File: config.mk
export PLATFORM = sky130hd
export DESIGN_NAME = fetch_stage
export DESIGN_NICKNAME = d
export VERILOG_FILES = /design/src/rtl/fetch_stage_pkg.sv /design/src/rtl/fetch_stage_if_id_buffer.sv /design/src/rtl/fetch_stage.sv
export SDC_FILE = /design/constraint.sdc
export NUM_CORES = 1
export LEC_CHECK = 0
export ABC_AREA = 1
export ABC_CLOCK_PERIOD_IN_PS = 1750
export BUFFER_PORTS_ARGS = -buffer_cell sky130_fd_sc_hd__buf_2
export CORE_ASPECT_RATIO = 1.5
export CORE_UTILIZATION = 40
export CTS_CLUSTER_SIZE = 30
export DETAILED_ROUTE_END_ITERATION = 10
export PLACE_DENSITY = 0.69
export SYNTH_ARGS = -nofsm -noshare
export SYNTH_HDL_FRONTEND = slang
export SYNTH_SLANG_ARGS = --single-unit
File: constraint.sdc
create_clock -name clock -period 1.75 [get_ports clock]
set_clock_uncertainty 0.2 [all_clocks]
set_input_delay 0.35 -clock clock [delete_from_list [all_inputs] [get_ports clock]]
set_output_delay 0.35 -clock clock [all_outputs]
set_load 0.1 [all_outputs]
File: src/rtl/fetch_stage_pkg.sv
// Shared CPU constants for fetch, decode and control: opcode field layout,
// halt opcode, bubble word and the fetch FSM state encoding.
package fetch_stage_pkg;

    localparam int unsigned CPU_INSTR_W = 16;
    localparam int unsigned CPU_OPC_W   = 4;
    localparam int unsigned CPU_OPC_LSB = CPU_INSTR_W - CPU_OPC_W;

    localparam logic [CPU_OPC_W-1:0]   CPU_HALT_OPC  = 4'hF;
    localparam logic [CPU_INSTR_W-1:0] CPU_NOP_INSTR = 16'h0000;

    typedef enum logic {
        RUN    = 1'b0,
        HALTED = 1'b1
    } fetch_state_t;

endpackage

File: src/rtl/fetch_stage_if_id_buffer.sv
// IF/ID pipeline register: captures instruction, pc_next and valid on load,
// holds otherwise, and inserts a NOP bubble on request.
module if_id_buffer
    import fetch_stage_pkg::*;
#(
    parameter int unsigned             ADDR_W    = 16,
    parameter int unsigned             INSTR_W   = 16,
    parameter logic [INSTR_W-1:0]      NOP_INSTR = CPU_NOP_INSTR
) (
    input  logic               clock,
    input  logic               reset,
    input  logic               load,
    input  logic               bubble,
    input  logic [INSTR_W-1:0] instr_in,
    input  logic [ADDR_W-1:0]  pc_next_in,
    output logic [INSTR_W-1:0] instr,
    output logic [ADDR_W-1:0]  pc_next,
    output logic               valid
);

    always_ff @(posedge clock) begin
        if (reset) begin
            instr   <= NOP_INSTR;
            pc_next <= '0;
            valid   <= 1'b0;
        end else if (bubble) begin
            instr   <= NOP_INSTR;
            pc_next <= '0;
            valid   <= 1'b0;
        end else if (load) begin
            instr   <= instr_in;
            pc_next <= pc_next_in;
            valid   <= 1'b1;
        end
    end

endmodule

File: src/rtl/fetch_stage.sv
// Instruction-fetch stage: PC, +PC_STEP sequencing, branch redirect, stall,
// halt detection (RUN/HALTED FSM), saturating fetch counter and IF/ID register.
module fetch_stage
    import fetch_stage_pkg::*;
#(
    parameter int unsigned          ADDR_W     = 16,
    parameter int unsigned          INSTR_W    = 16,
    parameter int unsigned          PC_STEP    = 2,
    parameter logic [ADDR_W-1:0]    RESET_ADDR = '0,
    parameter int unsigned          OPC_W      = 4,
    parameter logic [OPC_W-1:0]     HALT_OPC   = CPU_HALT_OPC,
    parameter logic [INSTR_W-1:0]   NOP_INSTR  = CPU_NOP_INSTR,
    parameter int unsigned          CNT_W      = 16
) (
    input  logic               clock,
    input  logic               reset,
    input  logic               stall,
    input  logic               branch_taken,
    input  logic [ADDR_W-1:0]  branch_target,
    output logic [ADDR_W-1:0]  imem_addr,
    input  logic [INSTR_W-1:0] imem_rdata,
    output logic [INSTR_W-1:0] ifid_instr,
    output logic [ADDR_W-1:0]  ifid_pc_next,
    output logic               ifid_valid,
    output logic               halted,
    output logic [CNT_W-1:0]   fetch_count
);

    localparam logic [ADDR_W-1:0] STEP = ADDR_W'(PC_STEP);

    fetch_state_t       state;
    logic [ADDR_W-1:0]  pc;
    logic [ADDR_W-1:0]  pc_plus;
    logic [OPC_W-1:0]   opcode;
    logic               is_halt;
    logic               buf_load;
    logic               buf_bubble;

    assign imem_addr = pc;
    assign pc_plus   = pc + STEP;
    assign opcode    = imem_rdata[INSTR_W-1 -: OPC_W];
    assign is_halt   = (opcode == HALT_OPC);
    assign halted    = (state == HALTED);

    // Redirect and HALTED both force a bubble, and both override stall.
    always_comb begin
        buf_load   = 1'b0;
        buf_bubble = 1'b0;
        if (branch_taken || state == HALTED) begin
            buf_bubble = 1'b1;
        end else if (!stall) begin
            buf_load = 1'b1;
        end
    end

    always_ff @(posedge clock) begin
        if (reset) begin
            pc          <= RESET_ADDR;
            state       <= RUN;
            fetch_count <= '0;
        end else if (branch_taken) begin
            pc    <= branch_target;
            state <= RUN;
        end else if (state == RUN && !stall) begin
            if (fetch_count != '1) begin
                fetch_count <= fetch_count + CNT_W'(1);
            end
            // The halt word itself is captured, but pc stays on it.
            if (is_halt) begin
                state <= HALTED;
            end else begin
                pc <= pc_plus;
            end
        end
    end

    if_id_buffer #(
        .ADDR_W    (ADDR_W),
        .INSTR_W   (INSTR_W),
        .NOP_INSTR (NOP_INSTR)
    ) u_if_id (
        .clock      (clock),
        .reset      (reset),
        .load       (buf_load),
        .bubble     (buf_bubble),
        .instr_in   (imem_rdata),
        .pc_next_in (pc_plus),
        .instr      (ifid_instr),
        .pc_next    (ifid_pc_next),
        .valid      (ifid_valid)
    );

endmodule

Word level (Yosys, flattened, before mapping)
Cells that the tools add are included.
{"block": "totals", "out_inout_bits": 66, "mem_count": 0, "latchBits": 0, "ram_bits": 0, "ff_bits": 66, "rom_bits": 0, "inputBits": 36}
{"block": "op_classes", "reduce_logical": 9, "shifts": 0, "n_mux": 6, "n_lt_le_gt_ge": 0, "mul": 0, "n_eq_ne": 3, "n_addsub": 2, "div": 0, "n_bitwise": 2}
{"operator": "two-way mux 16 bit", "n": 3}
{"operator": "adder 16 x 1 -> 16 bit, second input constant", "n": 1}
{"operator": "adder 16 x 2 -> 16 bit, second input constant", "n": 1}
{"operator": "!= test 16 bit, second input constant", "n": 1}
{"operator": "equality test 4 bit, second input constant", "n": 1}
{"operator": "AND reduction 2 bit", "n": 2}
{"operator": "OR reduction 2 bit", "n": 2}
{"operator": "two-way mux 1 bit", "n": 3}
{"operator": "AND reduction 3 bit", "n": 1}
{"operator": "!= test 2 bit, second input constant", "n": 1}
{"operator": "inverter 1 bit", "n": 2}
{"operator": "nonzero test 2 bit", "n": 1}
{"operator": "logical AND 1 bit", "n": 1}
{"operator": "logical NOT 1 bit", "n": 1}
{"operator": "logical OR 1 bit", "n": 1}

Longest topological paths before layout
Gate-level depths: netlist (run 1).
{"block": "logic_depth", "depth_word": 4, "ltp_mapped": 10}

Cells and area by module
A second synthesis (run 1) with hierarchy kept.
{"block": "unflattened", "hier_cells": 534, "area_unflattened_um2": 3462.1}
{"module": "fetch_stage", "area_each_um2": 2102.0, "n_inst": 1, "cells_each": 329, "seq_area_each_um2": 660.6}
{"module": "if_id_buffer", "area_each_um2": 1360.1, "n_inst": 1, "cells_each": 205, "seq_area_each_um2": 660.6}

Least setup slack after synthesis (run 1)
OpenSTA, ideal clock, no wires.
{"block": "synth_path", "path_kind": "flip-flop to flip-flop", "from": "register fetch_count[0]", "to": "register fetch_count[7]", "arrival_time_ns": 2.163, "path_stages_with_launch": 10, "path_slack_ns": -0.750, "required_ns": 1.414, "synth_period_minus_slack_ns": 2.500, "setup_ns": 0.136, "cell_sequence": "dfxtp_1 > ha_1 > nand3_2 > clkinv_1 > nand2_2 > nor2_1 > nor2_4 > buf_6 > nand2_1 > a21oi_2"}
{"block": "synth_via", "elab_chain_cells": 2, "elab_cells_between_ends": 3, "cone_classes": "add/sub (1); eq/ne (1); reduce/logical (1)"}
{"element": "start, declared", "line": "fetch_stage.sv:26", "source": "output logic [CNT_W-1:0] fetch_count"}
{"element": "start signal, assigned", "line": "fetch_stage.sv:66", "source": "fetch_count <= fetch_count + CNT_W'(1);"}
{"element": "parallel branches: the longest is 2 deep, another holds adder 16 x 1 -> 16 bit"}
Parallel ways; which one is timed is not known.
A chain may end at the register's enable or synchronous reset.

Final worst setup path (run 1)
{"block": "layout_path", "from": "register u_if_id.pc_next[7]", "to": "output port ifid_pc_next[7]"}
{"element": "start, declared", "line": "fetch_stage_if_id_buffer.sv:17", "source": "output logic [ADDR_W-1:0] pc_next,"}
{"element": "start signal, assigned", "line": "fetch_stage_if_id_buffer.sv:32", "source": "pc_next <= pc_next_in;"}
{"element": "end, declared", "line": "fetch_stage.sv:23", "source": "output logic [ADDR_W-1:0] ifid_pc_next,"}
No word-level cell between the ends.

==> flow_metrics.tcl, run 1 <==
set metrics [dict create \
    status "finished clean" \
    ant_nets 0 \
    postSynthCellCount 475 \
    fin_crit_sh 0.985 \
    ff2ff_setup_slack_ns 0.15 \
    slew_violations 0 \
    synth-edff-count 0 \
    critical_path_arrival_ns 1.17 \
    setup_viol 0 \
    root_buffer "clkbuf_16" \
    seq_area_frac_synth 0.409 \
    final_area_um2 4350 \
    ctsHtreeMaxLevel 3 \
    synthTopCellsByCount "nand2_1, nor2_1, dfxtp_1, inv_1, o21ai_0" \
    min_to "imem_addr[0]$_SDFFE_PP0P_" \
    synth_top_area_cell "dfxtp_1" \
    end_kind "primary output" \
    cts_resized 0 \
    viasPerCell 4.89 \
    remaining_drc_errors 0 \
    finalNonFillerCells 690 \
    worstPathRequired_ns 1.20 \
    ys_types 30 \
    dieWidth_um 75.4 \
    synth.most_common_cell "nand2_1" \
    syn_area_um2 3230 \
    irDropWorstVdd_v 0.000511 \
    post_cts_buffers 0 \
    ys_ff_latch 66 \
    cap_violations 0 \
    hold_violations 0 \
    slowest_stage "buf_2" \
    netlist.area_leader.share 0.409 \
    path_clk_slew_ns 0.05 \
    min_path_cells 3 \
    min_period_ns 1.72 \
    cp_num_buf_inv 1 \
    crit_path_start_kind "flop" \
    cts_sinks 66 \
    synthFlopType "dfxtp_1" \
    grt_pass1_wl_mm 14.5 \
    critPathKind "reg2out" \
    num_rows 39 \
    rsz0062_at_grt "no" \
    nets 620 \
    hpwl_mm 6.81 \
    placed_area_um2 4080 \
    portBuffers 101 \
    reg2reg_depth 7 \
    yosys-top-cells-area "dfxtp_1, nand2_1, nor2_1, o21ai_0, inv_1" \
    first_pass_iters 4 \
    crit_path_max_fanout 2 \
    syn_avg_cell_area_um2 6.80 \
    synth_fp_nets 513 \
    crit_family "buffers and inverters" \
    min_path_type "in2reg" \
    die_area_um2 8440 \
    dpl.cell_count 673 \
    finalSetupTns_ns 0 \
    vias 3376 \
    worstReg2RegEnd "u_if_id.pc_next[8]$_SDFFE_PP0P_" \
    grt_max_degree 41 \
    gp_congestion 0.854 \
    yosys_warnings 0 \
    ios 102 \
    drt_iter0_markers 149 \
    path_cells "buf_2" \
    die_h_um 112 \
    final_util 0.564 \
    worstReg2RegStart "imem_addr[1]$_SDFFE_PP0P_" \
    timing.fmax_ghz 0.580 \
    grt_pass1_vias 3198 \
    clk_latency_ns 0.34 \
    wl_per_cell_um 13.2 \
    tightest_slew_ns 0.512 \
    maxSlewHeadroom 0.661 \
    routed_wl_mm 9.14 \
    start_util 0.419 \
    drive_gt1_frac 0.325 \
    power_density_nw_per_um2 895 \
    hold_start "branch_target[0]" \
    fillCellCount 800 \
    tritoncts "built" \
    cts_buffers 9 \
    hold_buffers 0 \
    async_reset_ff_frac 0 \
    cts_buffer_depth 2 \
    coreArea_um2 7710 \
    grt_overflow 0 \
    antenna_found_initial 1 \
    p_leak_nw 1.94 \
    areaGrowthSynthToFinish_pct 34.6 \
    slowest_delay_ns 0.45 \
    grt_use_total 0.229 \
]
==> layer usage <==
metal | share of wire | global-route usage | wire [um]
met1 | 0.40 | 0.235 | 3630
met5 | 0 | 0 | 0
met2 | 0.51 | 0.404 | 4690
met4 | 0.032 | 0.112 | 291
met3 | 0.058 | 0.0700 | 526
==> power by group <==
| part | leakage, nW | switching (mW) | internal (mW) | total [mW] |
|---|---|---|---|---|
| Clock | 0.130 | 0.630 | 0.948 | 1.58 |
| Sequential | 0.559 | 0.0498 | 1.53 | 1.58 |
| Combinational | 1.25 | 0.570 | 0.161 | 0.731 |
==> stage by stage <==
| step | hold slack, ns | setup slack (ns) | power, mW |
|---|---|---|---|
| final | 0.0489 | 0.0260 | 3.89 |
| after global routing | 0.0704 | 0.00708 | 4.06 |
| after CTS | 0.0424 | 0.0200 | 3.92 |
| after detailed placement | 0.265 | 0.0344 | 2.34 |
| after global placement | 0.254 | 0.109 | 2.34 |
| after floorplan | 0.250 | -0.0190 | 2.17 |
==> flip-flops by register name, indices dropped and copies added, names as in the netlist <==
signal and count:
u_if_id.valid 1, imem_addr 16, u_if_id.pc_next 16, halted 1, fetch_count 16, u_if_id.instr 16
==> kinds of logic (layout without fill, tap and decap cells) <==
| group | Yosys count | in the layout | share of synthesized area |
|---|---|---|---|
| AOI/OAI and AO/OA | 72 | 72 | 0.139 |
| xor gates and xnor gates | 13 | 13 | 0.0353 |
| adders and majority gates | 2 | 2 | 0.00775 |
| buffers and inverters | 58 | 170 | 0.0767 |
| DFF | 66 | 66 | 0.409 |
| other | 0 | 1 | 0 |
| and+or+nand+nor | 264 | 264 | 0.332 |
==> cell type report <==
type                    instances  area [um^2]  share of cell area
diodes                          1         2.50            0.000576
clock inverters                 4         20.0             0.00461
clock buffers                  12          236              0.0544
well taps                     102          128              0.0294
multi-input cells             351         1720               0.397
repair buffers                114          658               0.151
inverters                      40          155              0.0357
flip-flops and latches         66         1420               0.327
==> worst max-delay path by stage <==
stage / start / endpoint / slack [ns] / depth (start not counted)
floorplan: fetch_count[0]$_SDFFE_PP0P_ / fetch_count[3]$_SDFFE_PP0P_ / -0.02 / 8
global placement: imem_addr[1]$_SDFFE_PP0P_ / imem_addr[8]$_SDFFE_PP0P_ / 0.11 / 7
detailed placement: imem_addr[1]$_SDFFE_PP0P_ / u_if_id.pc_next[8]$_SDFFE_PP0P_ / 0.03 / 7
CTS: u_if_id.pc_next[7]$_SDFFE_PP0P_ / ifid_pc_next[7] / 0.02 / 1
global route: u_if_id.pc_next[7]$_SDFFE_PP0P_ / ifid_pc_next[7] / 0.007 / 1
finish: u_if_id.pc_next[7]$_SDFFE_PP0P_ / ifid_pc_next[7] / 0.03 / 1
==> cells in the final DEF (no fill, tap or decap), drive strengths merged, types with 8 or more instances in the layout <==
| cell | n |
|---|---|
| a21oi | 20 |
| buf | 113 |
| o21ai | 34 |
| nand4 | 9 |
| nand3 | 16 |
| xor2 | 8 |
| inv | 39 |
| nor2 | 106 |
| nand2 | 132 |
| clkbuf | 13 |
| dfxtp | 66 |
(Power assumes the default switching activity.)
==> run 2, diff against run 1 <==
--- a/config.mk
+++ b/config.mk
@@ -9,6 +9,7 @@
 export ABC_CLOCK_PERIOD_IN_PS = 1750
 export BUFFER_PORTS_ARGS = -buffer_cell sky130_fd_sc_hd__buf_2
 export CORE_ASPECT_RATIO = 1.5
+export CORE_MARGIN = 2
 export CORE_UTILIZATION = 40
 export CTS_CLUSTER_SIZE = 30
 export DETAILED_ROUTE_END_ITERATION = 10
==> run 2 against run 1 <==
  * Worst hold slack got worse by 0.0025 ns
  * Design area rose by 1.8%
  * Largest power group is now clock
  * Global-route usage fell by 1.7 points
  * Non-clock buffer count increased by 2
==> flow_metrics.tcl, run 2 (synthesis gave the netlist of run 1 again) <==
set metrics [dict create \
    slowest_delay_ns 0.44 \
    critPathKind "reg2out" \
    die_h_um 114 \
    slowest_stage "buf_2" \
    worstPathRequired_ns 1.20 \
    layout_setup_ws_ns 0.0371 \
    tightest_slew_ns 0.506 \
    min_path_cells 3 \
    cp_num_buf_inv 1 \
    path_cells "buf_2" \
    root_buffer "clkbuf_16" \
    min_to "imem_addr[0]$_SDFFE_PP0P_" \
    setup_viol 0 \
    irDropWorstVdd_v 0.000578 \
    hpwl_mm 6.72 \
    status "finished clean" \
    final_common_cell "nand2_1" \
    slew_violations 0 \
    areaGrowthSynthToFinish_pct 37.0 \
    ff2ff_setup_slack_ns 0.17 \
    ant_nets 0 \
    cts_buffer_depth 2 \
    routed_wl_mm 8.82 \
    portBuffers 101 \
    power_density_nw_per_um2 967 \
    crit_path_max_fanout 7 \
    drive_gt1_frac 0.331 \
    rsz0062_at_grt "no" \
    grt_max_degree 41 \
    final_cell_mix "nand2_1, buf_2, nor2_1, inv_1, dfxtp_1" \
    grt_use_total 0.211 \
    hold_violations 0 \
    antenna_found_initial 0 \
    remaining_drc_errors 0 \
    coreArea_um2 7910 \
    hold_start "branch_target[0]" \
    vias 3371 \
    worstReg2RegEnd "fetch_count[14]$_SDFFE_PP0P_" \
    fillCellCount 817 \
    end_kind "primary output" \
    ctsHtreeMaxLevel 3 \
    viasPerCell 4.86 \
    post-place-ws_ns 0.138 \
    first_pass_iters 4 \
    dieWidth_um 77.4 \
    reg2reg_depth 9 \
    gp_congestion 0.928 \
    grt_pass1_wl_mm 14.7 \
    tritoncts "built" \
    finalSetupTns_ns 0 \
    clk_latency_ns 0.33 \
    maxSlewHeadroom 0.665 \
    min_path_type "in2reg" \
    hold_buffers 0 \
    die_area_um2 8820 \
    grt_overflow 0 \
    placed_area_um2 4080 \
    cts_buffers 9 \
    ios 102 \
    fin_crit_sh 0.979 \
    p_leak_nw 1.98 \
    min_period_ns 1.71 \
    worstReg2RegStart "fetch_count[0]$_SDFFE_PP0P_" \
    nets 622 \
    diodes 0 \
    crit_family "buffers and inverters" \
    final_area_um2 4420 \
    critical_path_arrival_ns 1.16 \
    crit_start "fetch_count[3]$_SDFFE_PP0P_" \
    cap_violations 0 \
    wl_per_cell_um 12.7 \
    num_rows 40 \
    drt_iter0_markers 163 \
    cts_sinks 66 \
    timing.fmax_ghz 0.584 \
    crit_path_start_kind "flop" \
    path_clk_slew_ns 0.05 \
    start_util 0.408 \
    grt_pass1_vias 3064 \
]
## run 2: where the power goes
group	total (mW)	switching [mW]	internal (mW)	leakage, nW
clock network	1.97	0.643	1.33	0.164
logic	0.729	0.567	0.162	1.26
registers	1.58	0.0508	1.53	0.559
## run 2: worst max-delay path by stage
stage / to / slack [ns] / depth (start not counted)
final: fetch_count[3] / 0.04 / 1
after global routing: fetch_count[3] / 0.007 / 1
after CTS: fetch_count[2] / 0.02 / 1
after floorplan: fetch_count[3]$_SDFFE_PP0P_ / -0.02 / 8
after global placement: u_if_id.pc_next[8]$_SDFFE_PP0P_ / 0.16 / 7
after detailed placement: u_if_id.pc_next[7]$_SDFFE_PP0P_ / 0.14 / 7
## run 2: routing by layer
layer	wire (um)	global-route usage
met5	0	0
met4	193	0.100
met3	471	0.0451
met1	3590	0.243
met2	4560	0.370
## run 2: worst register-to-register path, stage by stage, from the launching register on
cell      delay, ns
dfxtp_4        0.37
ha_4           0.18
nand3_4        0.10
clkinv_4       0.07
nand2_8        0.08
nor2_4         0.04
nor2_4         0.13
buf_12         0.15
nand2_1        0.08
a21oi_2        0.11
## run 2: what timing repair did
| item | 4_1_cts | 5_1_grt |
|---|---|---|
| gates resized for setup | 0 | 3 |
| setup endpoints to repair | 0 | 4 |
| buffers inserted | 0 | 0 |
## run 2: area by class of cell
| type | count | area, um^2 | area share |
|---|---|---|---|
| tap | 105 | 131 | 0.0297 |
| multi-input combinational | 351 | 1730 | 0.390 |
| sequential | 66 | 1420 | 0.322 |
| inverter | 40 | 155 | 0.0351 |
| clock buffer | 12 | 256 | 0.0580 |
| timing repair buffer | 116 | 658 | 0.149 |
| clock inverter | 4 | 72.6 | 0.0164 |
## run 2: per-stage QoR
| step | hold WS, ns | cells | util | power (mW) |
|---|---|---|---|---|
| after floorplan | 0.250 | 475 | - | 2.17 |
| after global placement | 0.246 | 678 | 0.516 | 2.33 |
| after detailed placement | 0.253 | 678 | 0.516 | 2.34 |
| after CTS | 0.0417 | 694 | 0.558 | 4.31 |
| after global routing | 0.0588 | 694 | 0.559 | 4.44 |
| final | 0.0465 | 694 | 0.559 | 4.28 |
==> run 3, diff against run 2 <==
--- a/config.mk
+++ b/config.mk
@@ -7,13 +7,12 @@
 export LEC_CHECK = 0
 export ABC_AREA = 1
 export ABC_CLOCK_PERIOD_IN_PS = 1750
-export BUFFER_PORTS_ARGS = -buffer_cell sky130_fd_sc_hd__buf_2
 export CORE_ASPECT_RATIO = 1.5
-export CORE_MARGIN = 2
 export CORE_UTILIZATION = 40
 export CTS_CLUSTER_SIZE = 30
 export DETAILED_ROUTE_END_ITERATION = 10
-export PLACE_DENSITY = 0.69
+export DONT_BUFFER_PORTS = 1
+export PLACE_DENSITY = 0.62
 export SYNTH_ARGS = -nofsm -noshare
 export SYNTH_HDL_FRONTEND = slang
 export SYNTH_SLANG_ARGS = --single-unit
==> run 3 against run 2 <==
  * Global-route usage is 3.4 points higher
  * Power grew 1.8%
  * Largest cell class unchanged
  * Die area is 4.3% lower
  * Worst hold slack lost 0.041 ns
  * Cell count down 3.0%
  * Via count fell by 1.2%
  * Clock-buffer cell count rose by 1
  * Design area is 4.2% higher
==> flow_metrics.tcl, run 3 (synthesis gave the netlist of run 1 again) <==
set metrics [dict create \
    diodes 0 \
    p_leak_nw 1.93 \
    min_path_type "in2reg" \
    portBuffers 0 \
    end_kind "flop" \
    post_cts_buffers 0 \
    crit_top_cell "nand2_1" \
    crit_path_start_kind "flop" \
    slowest_stage "dfxtp_4" \
    wl_per_cell_um 14.5 \
    remaining_drc_errors 0 \
    cap_violations 0 \
    crit_family "simple AND/OR/NAND/NOR gates" \
    areaGrowthSynthToFinish_pct 42.7 \
    grt_overflow 0 \
    routed_wl_mm 9.73 \
    worstPathRequired_ns 1.81 \
    nets 604 \
    grt_use_total 0.245 \
    cts_sinks 66 \
    first_pass_iters 5 \
    grt_max_degree 41 \
    ctsHtreeMaxLevel 3 \
    clk_latency_ns 0.33 \
    slew_violations 0 \
    dpl.cell_count 636 \
    viasPerCell 4.95 \
    fin_crit_sh 0.919 \
    timing.fmax_ghz 0.622 \
    drt_iter0_markers 215 \
    ios 102 \
    irDropWorstVdd_v 0.000574 \
    root_buffer "clkbuf_16" \
    power_density_nw_per_um2 945 \
    finalNonFillerCells 673 \
    slowest_delay_ns 0.37 \
    critPathKind "reg2reg" \
    num_rows 39 \
    drive_gt1_frac 0.273 \
    cts_buffers 9 \
    tightest_slew_ns 0.316 \
    critical_path_arrival_ns 1.67 \
    cts_buffer_depth 2 \
    start_util 0.419 \
    dieWidth_um 75.4 \
    cp_num_buf_inv 1 \
    tritoncts "built" \
    antenna_found_initial 0 \
    gp_congestion 0.853 \
    ant_nets 0 \
    vias 3330 \
    die_h_um 112 \
    path_clk_slew_ns 0.05 \
    crit_path_max_fanout 3 \
    maxSlewHeadroom 0.789 \
    die_area_um2 8440 \
    hpwl_mm 6.65 \
    min_period_ns 1.61 \
    setup_viol 0 \
    grt_pass1_vias 3272 \
    grt_pass1_wl_mm 15.5 \
    power.total_mw 4.36 \
    path_cells "buf_4 -> nand2_1 -> nor2_1 -> nand4_1 -> nand2_1 -> nand2_1 -> a21oi_1" \
    fillCellCount 726 \
    status "finished clean" \
    hold_violations 0 \
    rsz0062_at_grt "no" \
    final_cell_mix "nand2_1, nor2_1, buf_4, inv_1, dfxtp_1" \
    coreArea_um2 7710 \
    final_common_cell "nand2_1" \
]
==> run 3: repair_timing <==
action                                 4_1_cts  5_1_grt
endpoints found under the hold margin       42        0
resized for setup                            0        1
setup endpoints to repair                    0        2
hold buffers                                21        0
==> run 3: through the flow <==
stage	hold WS [ns]	worst slack, ns	utilization	TNS (ns)	area (um^2)
floorplan	0.250	-0.0190	-	-0.127	3390
global placement	0.208	0.165	0.524	0	4040
detailed placement	0.207	0.133	0.524	0	4040
CTS	0.00166	0.116	0.597	0	4600
global route	0.00941	0.0267	0.598	0	4610
finish	0.00562	0.141	0.598	0	4610
==> run 3: report_power, final <==
group / switching, mW / internal [mW] / total [mW]
Combinational: 0.576 / 0.193 / 0.769
Clock: 0.657 / 1.36 / 2.01
Sequential: 0.0434 / 1.53 / 1.57
==> run 3: area by class of cell <==
type                       count  area [um^2]  area share
multi-input combinational    351         1720       0.374
sequential                    66         1420       0.309
timing repair buffer          98          836       0.181
clock buffer                  13          304      0.0660
inverter                      40          155      0.0337
tap                          102          128      0.0277
clock inverter                 3         40.0     0.00869
==> run 3: path summary, 6_finish.rpt <==
path | from | to | slack (ns) | cells after the start
setup / recovery | fetch_count[1]$_SDFFE_PP0P_ | fetch_count[13]$_SDFFE_PP0P_ | 0.14 | 7
hold reg to reg | u_if_id.instr[4]$_SDFFE_PP0P_ | u_if_id.instr[4]$_SDFFE_PP0P_ | 0.29 | 2
setup reg to reg | fetch_count[1]$_SDFFE_PP0P_ | fetch_count[13]$_SDFFE_PP0P_ | 0.14 | 7
hold / removal | imem_rdata[3] | u_if_id.instr[3]$_SDFFE_PP0P_ | 0.006 | 2
==> run 3: routing by layer <==
| metal | track usage | up-vias | wire length, um |
|---|---|---|---|
| met5 | 0 | - | 0 |
| met4 | 0.117 | 0 | 346 |
| met3 | 0.0610 | 28 | 589 |
| met2 | 0.440 | 116 | 5100 |
| met1 | 0.257 | 1501 | 3700 |
| li1 | - | 1685 | - |
